[src/rtl/uart_tx_fifo.sv]
`default_nettype none
// ============================================================================
// Module      : uart_tx_fifo
// Description : Host-side byte FIFO feeding a UART transmitter. Host writes
//               are queued in a DEPTH-entry circular buffer. A small launch
//               FSM pops one byte at a time, pulses tx_valid for one cycle,
//               waits for the transmitter to raise Busy, then waits for Busy
//               to fall before the next launch. If Busy never rises within
//               4 cycles, the byte is abandoned and launch_lost pulses.
// Ports       : clk, rst          - clock, synchronous active-high reset
//               wr_en, wr_data    - host write request and byte
//               full, empty       - occupancy flags (count == DEPTH / 0)
//               count             - stored entries, 0..DEPTH
//               overflow          - sticky, set when a write is dropped
//               tx_data, tx_valid - byte and launch pulse to transmitter
//               tx_busy           - transmitter Busy
//               launch_lost       - one-cycle pulse on launch timeout
// Revision    : 1.0 - initial release
// ============================================================================
module uart_tx_fifo #(
    parameter int DATA_WIDTH = 8,
    parameter int DEPTH      = 8
) (
    input  logic                  clk,
    input  logic                  rst,
    input  logic                  wr_en,
    input  logic [DATA_WIDTH-1:0] wr_data,
    output logic                  full,
    output logic                  empty,
    output logic [$clog2(DEPTH):0] count,
    output logic                  overflow,
    output logic [DATA_WIDTH-1:0] tx_data,
    output logic                  tx_valid,
    input  logic                  tx_busy,
    output logic                  launch_lost
);

    localparam int c_PTR_W = $clog2(DEPTH);
    localparam int c_CNT_W = c_PTR_W + 1;
    localparam logic [c_CNT_W-1:0] c_FULL_COUNT = c_CNT_W'(DEPTH);
    localparam logic [1:0]         c_TIMER_MAX  = 2'd3;

    typedef enum logic [1:0] {
        S_IDLE      = 2'd0,
        S_WAIT_BUSY = 2'd1,
        S_WAIT_DONE = 2'd2
    } state_t;

    state_t                r_state;
    state_t                w_state_nxt;
    logic [DATA_WIDTH-1:0] r_mem [DEPTH];
    logic [c_PTR_W-1:0]    r_wr_ptr;
    logic [c_PTR_W-1:0]    r_rd_ptr;
    logic [c_CNT_W-1:0]    r_count;
    logic [1:0]            r_timer;
    logic                  r_overflow;
    logic [DATA_WIDTH-1:0] r_tx_data;
    logic                  r_tx_valid;
    logic                  r_launch_lost;

    logic w_full;
    logic w_empty;
    logic w_accept;
    logic w_pop;
    logic w_timeout;

    // Flags come from the registered count, so a pop in the same cycle never
    // frees room for a write, and a write into an empty FIFO is not visible
    // to the launch logic until the next cycle.
    assign w_full   = (r_count == c_FULL_COUNT);
    assign w_empty  = (r_count == '0);
    assign w_accept = wr_en && !w_full;

    // ------------------------------------------------------------------
    // Launch FSM: state register
    // ------------------------------------------------------------------
    always_ff @(posedge clk) begin
        if (rst) begin
            r_state <= S_IDLE;
        end else begin
            r_state <= w_state_nxt;
        end
    end

    // ------------------------------------------------------------------
    // Launch FSM: next state and per-cycle strobes
    // ------------------------------------------------------------------
    always_comb begin
        w_state_nxt = r_state;
        w_pop       = 1'b0;
        w_timeout   = 1'b0;
        case (r_state)
            S_IDLE: begin
                if (!w_empty && !tx_busy) begin
                    w_pop       = 1'b1;
                    w_state_nxt = S_WAIT_BUSY;
                end
            end
            S_WAIT_BUSY: begin
                if (tx_busy) begin
                    w_state_nxt = S_WAIT_DONE;
                end else if (r_timer == c_TIMER_MAX) begin
                    // Transmitter never acknowledged; the byte is dropped.
                    w_timeout   = 1'b1;
                    w_state_nxt = S_IDLE;
                end
            end
            S_WAIT_DONE: begin
                if (!tx_busy) begin
                    w_state_nxt = S_IDLE;
                end
            end
            default: begin
                w_state_nxt = S_IDLE;
            end
        endcase
    end

    // ------------------------------------------------------------------
    // Storage array (not reset; contents are don't-care until written)
    // ------------------------------------------------------------------
    always_ff @(posedge clk) begin
        if (w_accept && !rst) begin
            r_mem[r_wr_ptr] <= wr_data;
        end
    end

    // ------------------------------------------------------------------
    // Pointers, occupancy, launch datapath and status flags
    // ------------------------------------------------------------------
    always_ff @(posedge clk) begin
        if (rst) begin
            r_wr_ptr      <= '0;
            r_rd_ptr      <= '0;
            r_count       <= '0;
            r_timer       <= '0;
            r_overflow    <= 1'b0;
            r_tx_data     <= '0;
            r_tx_valid    <= 1'b0;
            r_launch_lost <= 1'b0;
        end else begin
            r_tx_valid    <= w_pop;
            r_launch_lost <= w_timeout;

            if (wr_en && w_full) begin
                r_overflow <= 1'b1;
            end

            // DEPTH is a power of two, so natural wrap gives modulo-DEPTH.
            if (w_accept) begin
                r_wr_ptr <= r_wr_ptr + c_PTR_W'(1);
            end

            if (w_pop) begin
                r_tx_data <= r_mem[r_rd_ptr];
                r_rd_ptr  <= r_rd_ptr + c_PTR_W'(1);
            end

            case ({w_accept, w_pop})
                2'b10:   r_count <= r_count + c_CNT_W'(1);
                2'b01:   r_count <= r_count - c_CNT_W'(1);
                default: r_count <= r_count;
            endcase

            // Timer restarts at each launch and only advances while waiting
            // for the transmitter to acknowledge.
            if (w_pop) begin
                r_timer <= '0;
            end else if (r_state == S_WAIT_BUSY) begin
                r_timer <= r_timer + 2'd1;
            end
        end
    end

    assign full        = w_full;
    assign empty       = w_empty;
    assign count       = r_count;
    assign overflow    = r_overflow;
    assign tx_data     = r_tx_data;
    assign tx_valid    = r_tx_valid;
    assign launch_lost = r_launch_lost;

endmodule
`default_nettype wire

[config.mk]
export PLATFORM = sky130hd
export DESIGN_NAME = uart_tx_fifo
export DESIGN_NICKNAME = d
export VERILOG_FILES = /design/src/rtl/uart_tx_fifo.sv
export SDC_FILE = /design/constraint.sdc
export NUM_CORES = 1
export LEC_CHECK = 0
export ABC_AREA = 1
export BUFFER_PORTS_ARGS = -buffer_cell sky130_fd_sc_hd__buf_2
export CAP_MARGIN = 20
export CORE_MARGIN = 3
export CORE_UTILIZATION = 30
export DETAILED_ROUTE_END_ITERATION = 6
export GPL_ROUTABILITY_DRIVEN = 0
export SLEW_MARGIN = 20
export SYNTH_ARGS = -nofsm -noshare
export SYNTH_HDL_FRONTEND = slang
export SYNTH_SLANG_ARGS = --single-unit
[constraint.sdc]
create_clock -name clk -period 2.15 [get_ports clk]
set_clock_uncertainty 0.05 [all_clocks]
set_input_delay 0.3225 -clock clk [delete_from_list [all_inputs] [get_ports clk]]
set_output_delay 0.3225 -clock clk [all_outputs]
set_load 0.01 [all_outputs]
# [Yosys cells after proc, flatten, opt, wreduce, memory -nomap -nowiden]
# Memory sizes are Yosys's and may differ from the RTL's. A register that Yosys moved wholly into a read port is not among the register bits.
# Cells that the tools add are included.
[op_classes] add_sub_neg=5 eq_ne=9 mux=11 bitwise_logic=1 n_reduce_logical=14
[ops] op="2-bit two-way mux" n=4
[ops] op="4-bit one-hot mux with 2 select lines" n=1
[ops] op="3-bit by 1-bit adder with 3-bit output, second input constant" n=2
[ops] op="2-bit equality test, second input constant" n=3
[ops] op="2-bit one-hot mux with 3 select lines" n=1
[ops] op="1-bit two-way mux" n=5
[ops] op="4-bit by 1-bit adder with 4-bit output, second input constant" n=1
[ops] op="2-bit by 1-bit equality test with 1-bit output, second input constant" n=2
[ops] op="4-bit equality test, second input constant" n=1
[ops] op="1-bit logical AND" n=4
[ops] op="1-bit logical NOT" n=4
[ops] op="4-bit logical NOT" n=1
[ops] op="2-bit != test, second input constant" n=2
[ops] op="4-bit by 1-bit subtractor with 4-bit output, second input constant" n=1
[ops] op="3-bit != test, second input constant" n=1
[ops] op="3-bit AND reduction" n=1
[ops] op="3-bit OR reduction" n=1
[ops] op="2-bit by 1-bit adder with 2-bit output, second input constant" n=1
[ops] op="2-bit logical NOT" n=1
[ops] op="2-bit nonzero test" n=1
[ops] op="2-bit OR reduction" n=1
[ops] op="1-bit NOT" n=1
[totals] regBits=17 ramBits=64 output_inout_bits=17 wordCells=49 n_memories=1
[mem_list] name="r_mem" depth=8 word_bits=8 read_ports=1 rd_clocked_by_memory_dff=1 wr=1 line_no="51" source="logic [DATA_WIDTH-1:0] r_mem [DEPTH];"

# [Logic depth before layout (Yosys ltp)]
# Gate-level depths: netlist of the first run.
[depth] ltp_word=7 depth_mapped=14

# [Least setup slack after synthesis of the first run]
# Ideal clock, no wire load.
[synth_path] path_type="reg-to-reg" start="reg r_count[0] (netlist: count[0])" end="reg r_count[2] (netlist: count[2])" arrival_ps=1723 path_slack_ps=261 path_stages_with_launch=14 cell_sequence="dfxtp_1 > inv_1 > nand4_2 > nand3_4 > inv_1 > ha_1 > nand2_1 > inv_1 > nor2_1 > ha_1 > a21oi_1 > xnor2_1 > o21ai_0 > inv_1"
[synth_between] elab_chain_len=7 elab_cells_between_ends=14
[synth_rtl] element="start: declaration" line_no="54" source="logic [c_CNT_W-1:0] r_count;"
[synth_rtl] element="start signal: assignment" line_no="160" source="2'b10: r_count <= r_count + c_CNT_W'(1);"
[synth_rtl] element="start signal: assignment" line_no="161" source="2'b01: r_count <= r_count - c_CNT_W'(1);"
[synth_rtl] element="start signal: assignment" line_no="162" source="default: r_count <= r_count;"
[synth_rtl] element="4-bit logical NOT *" line_no="71" source="assign w_empty = (r_count == '0);"
[synth_rtl] element="1-bit logical NOT *" line_no="94" source="if (!w_empty && !tx_busy) begin"
[synth_rtl] element="1-bit logical AND *" line_no="94"
[synth_rtl] element="1-bit two-way mux *" line_no="94"
[synth_rtl] element="1-bit two-way mux *" line_no="92" source="case (r_state)"
[synth_rtl] element="via w_pop" line_no="64" source="logic w_pop;"
[synth_rtl] element="2-bit by 1-bit equality test with 1-bit output or 2-bit equality test (tied branches)" line_no="159" source="case ({w_accept, w_pop})"
[synth_rtl] element="4-bit one-hot mux with 2 select lines or 2-bit nonzero test (tied branches)"
# The timed path passes the listed nets; every way through them passes the cells marked *.
# A chain may end at the register's enable or synchronous reset.

# [Worst setup path in the final report of the first run]
[layout_path] start="reg r_count[0] (netlist: count[0])" end="reg r_count[2] (netlist: count[2])"
[layout_between] elab_chain_len=7 elab_cells_between_ends=14
[layout_rtl] element="4-bit logical NOT" line_no="71"
[layout_rtl] element="1-bit logical NOT" line_no="94"
[layout_rtl] element="1-bit logical AND" line_no="94"
[layout_rtl] element="1-bit two-way mux" line_no="94"
[layout_rtl] element="1-bit two-way mux" line_no="92"
[layout_rtl] element="2-bit by 1-bit equality test with 1-bit output or 2-bit equality test (tied branches)" line_no="159"
[layout_rtl] element="4-bit one-hot mux with 2 select lines or 2-bit nonzero test (tied branches)"
# Several ways; a longest one is shown, not always the timed one.

==> results.cfg, run 1 <==
[global_routing]
grt_max_degree = 35
antenna_found_initial = 0
grt_usage_pct = 12.0
grt_pass1_vias = 2403
grt.overflow.total = 0
grt_pass1_wl_mm = 12.3

[detailed_routing]
highest_layer = met4
ant_nets = 0
drtIter0Drc = 250
first_pass_iters = 4
viasPerCell = 4.61
drt_drc_violations_left = 0
met2_length_mm = 3.46
via_count = 2435
wl_per_cell_um = 14.2
routed_wl_mm = 7.52
wl_met1_mm = 3.63
wl_met3_um = 292

[synthesis]
syn_area_mm2 = 0.00366
syn_area_per_cell_um2 = 10.7
synth_xor_area_share_pct = 1.20
synthMuxAreaShare_pct = 0
synth_top_family_by_area = simple AND/OR/NAND/NOR gates
ys_warn_count = 0
synth_simple_gate_area_share_pct = 17.4
synth_compound_area_share_pct = 8.47
synth_fp_nets = 359
synth.distinct_cells = 29
seq_area_frac_synth_pct = 66.1
netlist_instances = 341
ys_ff_latch = 89
synth_fa_ha_area_share_pct = 2.05

[worst_setup_path]
cp.arrival_ns = 2.16
critPathMaxFanout = 8
path_buf_inv = 3
crit_path_max_incr_delay_ns = 0.33
cp_common_cell = inv_1
critPathRequiredTime_ns = 2.33
setup.worst_path.start = count[0]
crit_slowest_cell = dfxtp_2
timing.rr.end = count[2]
endpoint_kind = register
rr_worst_depth = 12
reg2reg_from = count[0]
ff2ff_setup_slack_ns = 0.17
crit_type = reg2reg
crit_chain = inv_1 > nand4_1 > nand2_2 > ha_2 > nand2_1 > inv_1 > nor2_1 > ha_1 > a21oi_1 > xnor2_1 > o21ai_0 > inv_1
crit_family = simple AND/OR/NAND/NOR gates
setup.worst_path.start_class = register

[timing]
timing.hold.ws_ns = 0.112
min_period_over_period_pct = 92.0
finalSetupViolCount = 0
maxSlewHeadroom_pct = 60.5
maxSlewViolCount = 0
hold_violations = 0
finalCriticalPeriod_ns = 1.98
fmax_mhz = 505
rsz0062_at_grt = false
worst_pin_slew_ns = 0.592
fin_setup_tns_ns = 0

[worst_hold_path]
hold_depth = 2
worstHoldStart = tx_busy
min_to = launch_lost
hold_class = in2reg

[floorplan]
io_pins = 29
start_util_pct = 31.4
die_x_um = 116
chipHeight_um = 116
row_count = 39
die_area_mm2 = 0.0136
core_area_mm2 = 0.0117

[place]
dp_hpwl_mm = 5.11
numPortBuffers = 28
dp_cells = 512

[clocking]
cts_setup_buffers = 0
clk_pin_slew_ns = 0.06
cts_root_buf = clkbuf_16
cts_buffers = 9
tritoncts = yes
clkLatencyLatePin_ns = 0.33
cts_buffer_depth = 2
clock-sinks = 89
cts_htree_levels = 3
holdBufCountCts = 0

[final_layout]
finalNonFillerCells = 528
insertedDiodeCount = 0
drive_above_1_share_pct = 17.7
nets = 398
fillers = 1130
syn_to_final_growth_pct = 16.3

[status]
outcome = complete, no violations

[power_and_ir_drop]
p_leak_uw = 0.00172
power_density_mw_per_mm2 = 1110
p_total_uw = 4730
irDropWorstVdd_mv = 0.377

[job]
max-cap-violations = 0
[what timing repair did]
| action | CTS | global route |
|---|---|---|
| setup endpoints to repair | 0 | 2 |
| endpoints found under the hold margin | 0 | 0 |
| gates resized for setup | 0 | 3 |
[synth_stat cells (all sizes together)]
| master | instances | area share [%] |
|---|---|---|
| nand2 | 103 | 11 |
| edfxtp | 64 | 52 |
| nor2 | 31 | 3.2 |
| dfxtp | 25 | 14 |
| inv | 25 | 2.6 |
| o21ai | 23 | 3.2 |
| o211ai | 16 | 3.3 |
| nand3 | 15 | 2.4 |
| a21oi | 12 | 1.7 |
| buf | 10 | 2.0 |
| ha | 6 | 2.0 |
| xnor2 | 3 | 0.72 |
| nand4 | 2 | 0.51 |
| xor2 | 2 | 0.48 |
| a211oi | 1 | 0.21 |
| clkbuf | 1 | 0.14 |
| nor4 | 1 | 0.17 |
| or2 | 1 | 0.24 |
[sequential cells by signal, indices dropped and copies added, names as in the netlist]
name	flops
tx_valid	1
r_timer	2
r_wr_ptr	3
launch_lost	1
r_rd_ptr	3
tx_data	8
count	4
r_mem	64
overflow	1
r_state	2
[worst max path at each step]
stage                     to  slack, ns  cells after the start
floorplan           count[2]       0.26                     13
global placement    count[2]       0.22                     13
detailed placement  count[2]       0.13                     13
CTS                 count[2]       0.11                     13
global route        count[2]       0.01                     13
finish              count[2]       0.17                     12
[area by class of cell]
cell class / count / area [um2] / share of cell area (%)
sequential: 89 / 2420 / 56.9
multi-input combinational: 216 / 1070 / 25.1
clock buffer: 10 / 229 / 5.38
timing repair buffer: 39 / 223 / 5.23
tap: 143 / 179 / 4.20
inverter: 25 / 93.8 / 2.20
clock inverter: 6 / 41.3 / 0.970
[cells by family after synthesis]
family,Yosys count
AOI/OAI and AO/OA,52
xor gates and xnor gates,5
adders and majority gates,6
buffers and inverters,36
DFF,89
and+or+nand+nor,153
[metrics by stage]
step | cell area (um2) | util, % | worst slack, ns
after floorplan | 3660 | - | 0.261
after global placement | 3980 | 34.2 | 0.224
after detailed placement | 3980 | 34.2 | 0.127
after CTS | 4250 | 36.5 | 0.111
after global routing | 4260 | 36.5 | 0.0142
final | 4260 | 36.5 | 0.171
[placed cells by master (no fill, tap or decap), types with 2 or more instances in the layout]
master       n
nor2_1      30
nand2_1    101
nand3_1     14
o211ai_1    16
clkbuf_16    9
inv_2        4
inv_6        2
xor2_1       2
o21ai_0     22
buf_4       11
edfxtp_1    64
inv_1       21
clkinv_2     3
buf_2       28
dfxtp_1     24
ha_1         5
a21oi_1     11
xnor2_1      3
[power by group]
| part | total [uW] | internal (uW) | switching (uW) |
|---|---|---|---|
| registers | 2110 | 2000 | 114 |
| clock network | 1420 | 787 | 632 |
| logic | 1200 | 407 | 796 |
| total | 4730 | 3190 | 1540 |
[metal layers]
| layer | vias up | GRT usage (%) |
|---|---|---|
| li1 | 1238 | - |
| met1 | 1138 | 15.9 |
| met2 | 49 | 18.7 |
| met3 | 10 | 2.75 |
| met4 | 0 | 5.34 |
| met5 | - | 0 |
No activity file was read; power rests on OpenSTA's default activity.
==> run 2: changes to the inputs <==
Settings changed: CTS_BUF_LIST from default to sky130_fd_sc_hd__clkbuf_16.
==> results.cfg, run 2 (synthesis results as in run 1) <==
[status]
outcome = complete, no violations

[clocking]
clk_pin_slew_ns = 0.06
clkLatencyLatePin_ns = 0.34
tritoncts = yes
holdBufCountCts = 0
cts_htree_levels = 3
cts_root_buf = clkbuf_16
clock-sinks = 89
cts_buffer_depth = 2
cts_buffers = 9

[timing]
hold_violations = 0
rsz0062_at_grt = false
fmax_mhz = 505
finalCriticalPeriod_ns = 1.98
maxSlewHeadroom_pct = 60.5
maxSlewViolCount = 0
worst_pin_slew_ns = 0.592
min_period_over_period_pct = 92.0
finalSetupViolCount = 0
setup_ws_ns = 0.171
fin_setup_tns_ns = 0

[job]
max-cap-violations = 0

[place]
dp_hpwl_mm = 5.11
dp_slack_ns = 0.127
dp_cells = 512
numPortBuffers = 28

[final_layout]
largest_reg_flops = 64
multiInputGateArea_mm2 = 0.00107
layout_commonest_cell = nand2_1
drive_above_1_share_pct = 17.7
syn_to_final_growth_pct = 16.3
finalNonFillerCells = 528
layout_common_cells = nand2_1 (101), edfxtp_1 (64), nor2_1 (30), buf_2 (28), dfxtp_1 (24)
nets = 398
insertedDiodeCount = 0
regMostFlops = r_mem
fillers = 1130
register_area_mm2 = 0.00242

[worst_setup_path]
crit_chain = inv_1 > nand4_1 > nand2_2 > ha_2 > nand2_1 > inv_1 > nor2_1 > ha_1 > a21oi_1 > xnor2_1 > o21ai_0 > inv_1
path_buf_inv = 3
crit_path_max_incr_delay_ns = 0.33
critPathMaxFanout = 8
endpoint_kind = register
critPathRequiredTime_ns = 2.33
setup.worst_path.start_class = register
cp_common_cell = inv_1
crit_slowest_cell = dfxtp_2
crit_family = simple AND/OR/NAND/NOR gates
cp.arrival_ns = 2.16
crit_type = reg2reg

[global_routing]
antenna_found_initial = 0
grt_max_degree = 35
grt_pass1_vias = 2403
grt.overflow.total = 0
grt_usage_pct = 12.0
grt_pass1_wl_mm = 12.3

[floorplan]
core_area_mm2 = 0.0117
die_area_mm2 = 0.0136
start_util_pct = 31.4
row_count = 39
io_pins = 29
die_x_um = 116
chipHeight_um = 116

[power_and_ir_drop]
p_leak_uw = 0.00172
power_density_mw_per_mm2 = 1110
irDropWorstVdd_mv = 0.377

[detailed_routing]
viasPerCell = 4.61
routed_wl_mm = 7.52
first_pass_iters = 4
ant_nets = 0
drtIter0Drc = 250
via_count = 2434
wl_per_cell_um = 14.3
drt_drc_violations_left = 0

[worst_hold_path]
hold_class = in2reg
[run 2: cell count changes in the layout (fill, tap and decap cells not counted)]
cell	change
clkbuf_1	-1
inv_1	+1
[run 2: path summary, 6_finish.rpt]
path                  from           to  slack (ns)  cells past startpoint
hold reg to reg   overflow     overflow        0.40                      2
setup reg to reg  count[0]     count[2]        0.17                     12
setup / recovery  count[0]     count[2]        0.17                     12
hold / removal     tx_busy  launch_lost        0.11                      2
[run 2: routing by layer]
layer  part of all wire, %  track usage [%]
met1                    48             15.9
met2                    46             18.7
met3                   3.9             2.75
met4                   1.8             5.34
met5                     0                0
[run 2: cell type report]
cell class              count  share of cell area (%)
well taps                 143                    4.20
inverters                  25                    2.20
multi-input cells         216                    25.1
clock buffers               9                    5.29
clock inverters             7                    1.06
flip-flops and latches     89                    56.9
repair buffers             39                    5.23
[run 2: timing repair]
item,CTS,global route
gates resized for setup,0,3
buffers inserted,0,0
endpoints found under the setup margin,0,2
[run 2: stage by stage]
stage	utilization (%)	cell area [um2]	total power (uW)	hold slack (ns)
final	36.5	4260	4730	0.112
after global routing	36.5	4260	5030	0.110
after CTS	36.5	4250	4780	0.101
after detailed placement	34.2	3980	3360	0.388
after global placement	34.2	3980	3310	0.384
after floorplan	-	3660	3020	0.350
[run 2: report_power, final]
group | leakage (uW) | switching, uW | internal, uW
combinational | 0.000801 | 796 | 407
sequential | 0.000783 | 114 | 2000
clock | 0.000141 | 633 | 782
total | 0.00172 | 1540 | 3190
